===== config.mk =====
export PLATFORM = sky130hd
export DESIGN_NAME = instr_fetch_unit
export DESIGN_NICKNAME = d
export VERILOG_FILES = /design/src/rtl/instr_fetch_unit.sv
export SDC_FILE = /design/constraint.sdc
export NUM_CORES = 1
export LEC_CHECK = 0
export CAP_MARGIN = 20
export CORE_MARGIN = 1.5
export CORE_UTILIZATION = 42
export DETAILED_ROUTE_END_ITERATION = 16
export GPL_TIMING_DRIVEN = 1
export PLACE_DENSITY = 0.79
export SLEW_MARGIN = 0
export SYNTH_ARGS = -nofsm -noshare
export SYNTH_HDL_FRONTEND = slang
export SYNTH_SLANG_ARGS = --single-unit

===== constraint.sdc =====
create_clock -name clk -period 2.05 [get_ports clk]
set_input_delay 0.5125 -clock clk [delete_from_list [all_inputs] [get_ports clk]]
set_output_delay 0.5125 -clock clk [all_outputs]
set_load 0.03 [all_outputs]

===== src/rtl/instr_fetch_unit.sv =====
// -----------------------------------------------------------------------------
// instr_fetch_unit
//
// Purpose:
//   Instruction-fetch front end. After a start pulse it walks a program
//   counter through a synchronous instruction ROM (1-cycle read latency) and
//   hands every fetched word to the decode stage over a valid/ready handshake.
//   Branch redirects from execute reload the PC. A start pulse while busy
//   restarts fetching at START_ADDR.
//
//   Per instruction the FSM walks FETCH (ROM read issued) -> WAIT (ROM data
//   captured) -> HOLD (word presented). This gives 1 instruction per 3 clocks
//   with out_ready held high.
//
// Optional feature (compile-time macro FETCH_HALT_DETECT_EN):
//   When defined, a fetched word equal to HALT_WORD is delivered normally.
//   Once it is accepted, the unit parks in HALTED instead of fetching on.
//   When undefined, HALT_WORD is an ordinary instruction and HALTED is never
//   entered.
//
// Parameters:
//   AW         PC / instruction-memory address width
//   DW         instruction word width
//   START_ADDR PC loaded on start
//   HALT_WORD  opcode that terminates fetching (halt-detect builds only)
//
// Ports:
//   clk           in   system clock, rising edge
//   rst           in   synchronous active-high reset, highest priority
//   start         in   one-cycle pulse, (re)launch fetch at START_ADDR
//   branch_valid  in   redirect request from execute
//   branch_target in   redirect PC, used when branch_valid=1
//   mem_en        out  ROM read enable
//   mem_addr      out  ROM read address (0 when no read is issued)
//   mem_rdata     in   ROM data, valid the cycle after mem_en=1
//   out_valid     out  out_instr/out_pc hold a fetched instruction
//   out_ready     in   downstream accepts when out_valid & out_ready
//   out_instr     out  fetched instruction word
//   out_pc        out  address of out_instr
//   busy          out  high in FETCH, WAIT or HOLD
//   halted        out  high in HALTED
// -----------------------------------------------------------------------------
module instr_fetch_unit #(
   parameter int                AW         = 8,
   parameter int                DW         = 16,
   parameter logic [AW-1:0]     START_ADDR = '0,
   parameter logic [DW-1:0]     HALT_WORD  = DW'(16'hFFFF)
) (
   input  logic          clk,
   input  logic          rst,
   input  logic          start,
   input  logic          branch_valid,
   input  logic [AW-1:0] branch_target,
   output logic          mem_en,
   output logic [AW-1:0] mem_addr,
   input  logic [DW-1:0] mem_rdata,
   output logic          out_valid,
   input  logic          out_ready,
   output logic [DW-1:0] out_instr,
   output logic [AW-1:0] out_pc,
   output logic          busy,
   output logic          halted
);

   // Halt detection is folded into a constant so that the default build keeps
   // the same datapath; with the constant at 0 the halt flag can never be set
   // and the HALTED state is unreachable.
`ifdef FETCH_HALT_DETECT_EN
   localparam logic HALT_EN = 1'b1;
`else
   localparam logic HALT_EN = 1'b0;
`endif

   typedef enum logic [2:0] {
      S_IDLE   = 3'd0,
      S_FETCH  = 3'd1,
      S_WAIT   = 3'd2,
      S_HOLD   = 3'd3,
      S_HALTED = 3'd4
   } state_t;

   state_t        state_reg,        state_next;
   logic [AW-1:0] pc_reg,           pc_next;
   logic          out_valid_reg,    out_valid_next;
   logic [DW-1:0] out_instr_reg,    out_instr_next;
   logic [AW-1:0] out_pc_reg,       out_pc_next;
   logic          halt_pending_reg, halt_pending_next;

   logic          busy_state;
   logic          redirect;
   logic [AW-1:0] redirect_pc;
   logic          halt_hit;

   // -------------------------------------------------------------------------
   // State register
   // -------------------------------------------------------------------------
   always_ff @(posedge clk) begin
      if (rst) begin
         state_reg        <= S_IDLE;
         pc_reg           <= START_ADDR;
         out_valid_reg    <= 1'b0;
         out_instr_reg    <= '0;
         out_pc_reg       <= '0;
         halt_pending_reg <= 1'b0;
      end else begin
         state_reg        <= state_next;
         pc_reg           <= pc_next;
         out_valid_reg    <= out_valid_next;
         out_instr_reg    <= out_instr_next;
         out_pc_reg       <= out_pc_next;
         halt_pending_reg <= halt_pending_next;
      end
   end

   // -------------------------------------------------------------------------
   // Redirect decode. start outranks branch_valid, and both only act while a
   // fetch is in progress; IDLE and HALTED handle start themselves.
   // -------------------------------------------------------------------------
   assign busy_state  = (state_reg == S_FETCH) ||
                        (state_reg == S_WAIT)  ||
                        (state_reg == S_HOLD);
   assign redirect    = busy_state && (start || branch_valid);
   assign redirect_pc = start ? START_ADDR : branch_target;
   assign halt_hit    = HALT_EN && (mem_rdata == HALT_WORD);

   // -------------------------------------------------------------------------
   // Next-state and datapath logic
   // -------------------------------------------------------------------------
   always_comb begin
      state_next        = state_reg;
      pc_next           = pc_reg;
      out_valid_next    = out_valid_reg;
      out_instr_next    = out_instr_reg;
      out_pc_next       = out_pc_reg;
      halt_pending_next = halt_pending_reg;

      case (state_reg)
         S_IDLE, S_HALTED: begin
            // branch_valid has no meaning until fetching has been launched.
            if (start) begin
               state_next        = S_FETCH;
               pc_next           = START_ADDR;
               out_valid_next    = 1'b0;
               halt_pending_next = 1'b0;
            end
         end

         S_FETCH: begin
            if (redirect) begin
               state_next        = S_FETCH;
               pc_next           = redirect_pc;
               out_valid_next    = 1'b0;
               halt_pending_next = 1'b0;
            end else begin
               state_next = S_WAIT;
            end
         end

         S_WAIT: begin
            if (redirect) begin
               // The ROM word arriving this cycle belongs to the old path and
               // is simply not captured.
               state_next        = S_FETCH;
               pc_next           = redirect_pc;
               out_valid_next    = 1'b0;
               halt_pending_next = 1'b0;
            end else begin
               state_next        = S_HOLD;
               out_instr_next    = mem_rdata;
               out_pc_next       = pc_reg;
               pc_next           = pc_reg + AW'(1);   // wraps modulo 2^AW
               out_valid_next    = 1'b1;
               halt_pending_next = halt_hit;
            end
         end

         S_HOLD: begin
            // With out_ready also high, the held word is transferred on this
            // edge regardless of a redirect; the redirect only decides where
            // fetching continues and drops any pending halt.
            if (redirect) begin
               state_next        = S_FETCH;
               pc_next           = redirect_pc;
               out_valid_next    = 1'b0;
               halt_pending_next = 1'b0;
            end else if (out_ready) begin
               state_next        = halt_pending_reg ? S_HALTED : S_FETCH;
               out_valid_next    = 1'b0;
               halt_pending_next = 1'b0;
            end
         end

         default: begin
            state_next        = S_IDLE;
            out_valid_next    = 1'b0;
            halt_pending_next = 1'b0;
         end
      endcase
   end

   // -------------------------------------------------------------------------
   // Outputs, decoded from registers only
   // -------------------------------------------------------------------------
   assign mem_en    = (state_reg == S_FETCH);
   assign mem_addr  = mem_en ? pc_reg : '0;
   assign out_valid = out_valid_reg;
   assign out_instr = out_instr_reg;
   assign out_pc    = out_pc_reg;
   assign busy      = busy_state;
   assign halted    = (state_reg == S_HALTED);

endmodule


======== After elaboration in Yosys (flattened, before gate mapping) ========
Cells that the tools add are included.
Widths: inputs -> output; s select.
storage, ports and cells
  register bits after elaboration ......... 37
  bits in latches ......................... 0
  bits in writable memories ............... 0
  ROM bits ................................ 0
  logic and storage cells ................. 48
  memories ................................ 0
operators by class
  add/subtract/negate cells ............... 1
  multiply operators ...................... 0
  divide/modulo/power cells ............... 0
  order comparisons ....................... 0
  equal/unequal tests ..................... 8
  shifts and indexed selects .............. 0
  muxes and demuxes ....................... 20
  bitwise operators ....................... 1
  reduce and logical (&&, ||, !) cells .... 12
operators by type and width
  cell                 count
  $mux 8               5
  $pmux 8 s3           1
  $mux 3               4
  $pmux 3 s4           1
  $add 8x1->8 const B  1
  $eq 3x2->1 const B   2
  $reduce_and 3->1     2
  $mux 1               5
  $mux 2               2
  $ne 2x1->1 const B   2
  $pmux 1 s4           1
  $reduce_and 2->1     2
  $reduce_or 2->1      2
  $eq 3x1->1 const B   1
  $eq 3x3->1 const B   1
  $logic_not 3->1      1
  $logic_or 1x1->1     3
  $ne 3x3->1 const B   1
  $pmux 1 s3           1
  $reduce_bool 3->1    1
  $ne 2x2->1 const B   1
  $logic_and 1x1->1    1
  $not 1->1            1

======== Logic depth before layout (Yosys ltp) ========
  depth in word-level cells ............... 6
  mapped depth ............................ 6
  mapped depth without buffers ............ 5

======== Worst setup path before layout ========
No wires, ideal clock.
  kind .................................... register to output
  from .................................... register state_reg[0]
  to ...................................... output mem_addr[0]
  arrival ................................. 1459 ps
  slack ................................... 79 ps
  cell stages (with the launch flop) ...... 5
  cells stage by stage .................... dfxtp_1 buf_2 nor2b_1 clkbuf_1 and2_1
between the ends
  word-level cells in the longest chain between the ends .. 2
RTL lines
  what                    line  source
  start, declared         82    state_t state_reg, state_next;
  start signal, assigned  106   state_reg <= state_next;
  $eq 3x1->1              204   assign mem_en = (state_reg == S_FETCH);
  named net mem_en        54    output logic mem_en,
  $mux 8                  205   assign mem_addr = mem_en ? pc_reg : '0;
  end, declared           55    output logic [AW-1:0] mem_addr,
The timed path passes the listed nets, and every way through them passes these cells.

======== Worst setup path in the final report ========
  from .................................... register state_reg[1]
  to ...................................... output mem_addr[6]
between the ends
  word-level cells in the longest chain between the ends .. 2
RTL lines
  what        line
  $eq 3x1->1  204
  $mux 8      205
Every way passes these cells.

==> metrics <==
status=completed; synthesized instance count=197; Post-DP HPWL=2680 µm; CTS tree=built; vias=around 1,600; clock buffer depth=2; max reg flops=16; hold buffers post-CTS=0; Clock Skew=around 0.0055 ns; Crit Reg-Reg Endpoint=out_instr[5]; Mapped Area=0.001534 mm²; Min-Delay Path Class=flip-flop to flip-flop; YS warnings=0; post-route minimum period=1.907 ns; Slew Limit Fails=0; Inserted Diodes=0; Hold Crit Depth=2; synthesis-stage register bit count=35; Nets=294; fin worst setup slack=0.1433 ns; crit path kind=flip-flop to output pin; Num CTS Buffers=5; I/O pin cnt=65; buffer count from post-CTS setup fixing=0; Crit Path Max Fanout=10; Slew @ Worst Pin=around 0.5 ns; H-tree Lvls=2; Placer Congestion=about 0.84; HP Start=out_instr[1]; global-route wire length before repair=roughly 6600 µm; Power, Total=1260 µW; most common cell after layout, fill and taps aside=clkdlybuf4s50_1; Area after DPL=~0.0022 mm²; reg2reg setup slack=~0.43 ns; final period utilization=between 90 and 100%; syn avg cell area=roughly 7.8 µm²; Synth top area share=45.68%; die width=63.44 µm; Core Area=0.003416 mm²; vias in the first global route=1,492; DRC violation count after routing=0; WL per Instance=12.09 µm; I/O Buffers=63; non-filler cells, final=approximately 310; Routed Wire Length=3760 µm; Clock transition at path regs=about 0.1 ns; final hold violation count=0; commonest cells after routing, fill and taps aside=clkdlybuf4s50_1, nand2_1, dfxtp_1, a21oi_1, buf_4; Total GRT Usage=between 20% and 30%; initial antenna violation count=0; max_slew headroom=66.25%; Yosys cell types=34; CP Data Required Time=1.54 ns; Worst setup EP type=output pin; Max stage delay on crit path=0.36 ns; crit path DAT=between 1 and 1.5 ns; DR pass1 iterations=5; Worst Hold End=out_instr[1]; Setup violations, final=0; fmax=between 0.5 and 0.6 GHz; slowest CP cell=dfxtp_1; fill count=roughly 300; Cell Chain, Critical Path=buf_4 > nor2b_1 > buf_4 > and2_1 > buf_4; Design Area, Final=about 0.0023 mm²; leakage power=0.0008019 µW; VDD IR-drop max=~0.00042 V; Via density=5.032; worst skew pair latency=0.34 ns; Startpoint Class=flip-flop; placed insts=303; DIE AREA=~0.0040 mm²; clock sink count=35; unrepaired setup endpoints after global routing=no; Post-Syn Nets=227; Starting Density=44.91%; dpl ws=-0.0001628 ns; pin count of the biggest net entering global routing=26; R2R Path Start=state_reg[1]; die height=63.44 µm; FP Rows=21; Fin Setup TNS=0 ns; register area=roughly 700 µm²; sequential fraction of the synthesis area=a little under half; initial DRC count=between 80 and 90; ANT nets after route=0; Crit path top cell by count=buf_4; max-cap viol count=0; area of the multi-input gates=between 700 and 800 µm²; largest cells by area after synthesis=dfxtp_1, nand2_1, a21oi_1, and2_1, o21ai_0; leading area contributor after synthesis=dfxtp_1; worst-case reg-to-reg path depth=6; gr ovfl total=0; Root Driver=clkbuf_4; Pwr Density=roughly 560 mW/mm²; post-CTS sizing=1; layout cells sized above 1=about 12%; Area Growth Syn to Fin=47.88%
## final cells by class
type                    count  share of cell area, %
repair buffers             75                  30.72
inverters                   6                 0.9928
flip-flops and latches     35                  30.89
clock inverters             2                 0.5516
clock buffers               6                  1.820
multi-input cells         141                  32.49
well taps                  46                  2.537
## synth_stat cells (all sizes together)
cell type / n
o221ai: 3
dfxtp: 35
nand4: 2
and3: 1
or3b: 1
buf: 8
nor4: 1
o22ai: 4
xor2: 1
o32ai: 1
o21ai: 10
conb: 1
or4: 2
inv: 6
or2: 1
ha: 1
nor2b: 1
a21boi: 1
a31oi: 1
a311oi: 2
nor4b: 1
a211oi: 2
clkbuf: 7
and2: 8
nor2: 5
a21oi: 33
nand3: 2
nand2: 51
nor3: 4
o21bai: 1
## through the flow
stage	hold WS, ns	util [%]
after floorplan	0.4486	-
after global placement	0.4412	64.87
after detailed placement	0.4470	64.87
after CTS	0.4626	66.41
after global routing	0.4860	66.41
final	0.4593	66.41
## kinds of logic after synthesis
kind of cell             count (synthesis)  share of synthesized area (%)
AND/OR/NAND/NOR                         80                          24.47
adder cells (fa/ha/maj)                  1                         0.8155
buffers and inverters                   21                          6.280
AO/OA/AOI/OAI                           58                          21.94
XOR/XNOR                                 1                         0.5711
other                                    1                         0.2445
flip-flops                              35                          45.68
## power by group
part           total [µW]  internal, µW  switching, µW
sequential            711           693           18.8
clock                 369           132            237
combinational         179          93.1           85.9
## worst max-delay path: cells and delay by family (launching register included)
family	cells	cell delay (ns)
buffers and inverters	3	0.48
flip-flops	1	0.36
AND/OR/NAND/NOR	2	0.22
## worst max-delay path by stage
| stage | start | to | cells after the start |
|---|---|---|---|
| 5_1_grt | state_reg[1] | mem_addr[6] | 5 |
| 6_report | state_reg[1] | mem_addr[6] | 5 |
| 3_5_place_dp | branch_valid | pc_reg[6] | 6 |
| 4_1_cts | state_reg[1] | mem_addr[6] | 5 |
| 2_1_floorplan | state_reg[0] | mem_addr[0] | 4 |
| 3_3_place_gp | branch_valid | pc_reg[6] | 6 |
## routing by layer
| layer | routed length, µm | share of wire, % | track usage (%) | vias to the layer above |
|---|---|---|---|---|
| met4 | 91 | 2.4 | 10.33 | 0 |
| met1 | 1707 | 45 | 25.73 | 699 |
| met2 | 1739 | 46 | 32.63 | 53 |
| li1 | - | - | - | 803 |
| met5 | 0 | 0 | 0 | - |
| met3 | 222 | 5.9 | 5.536 | 10 |
Note: power is estimated with default switching activity, not from simulation.
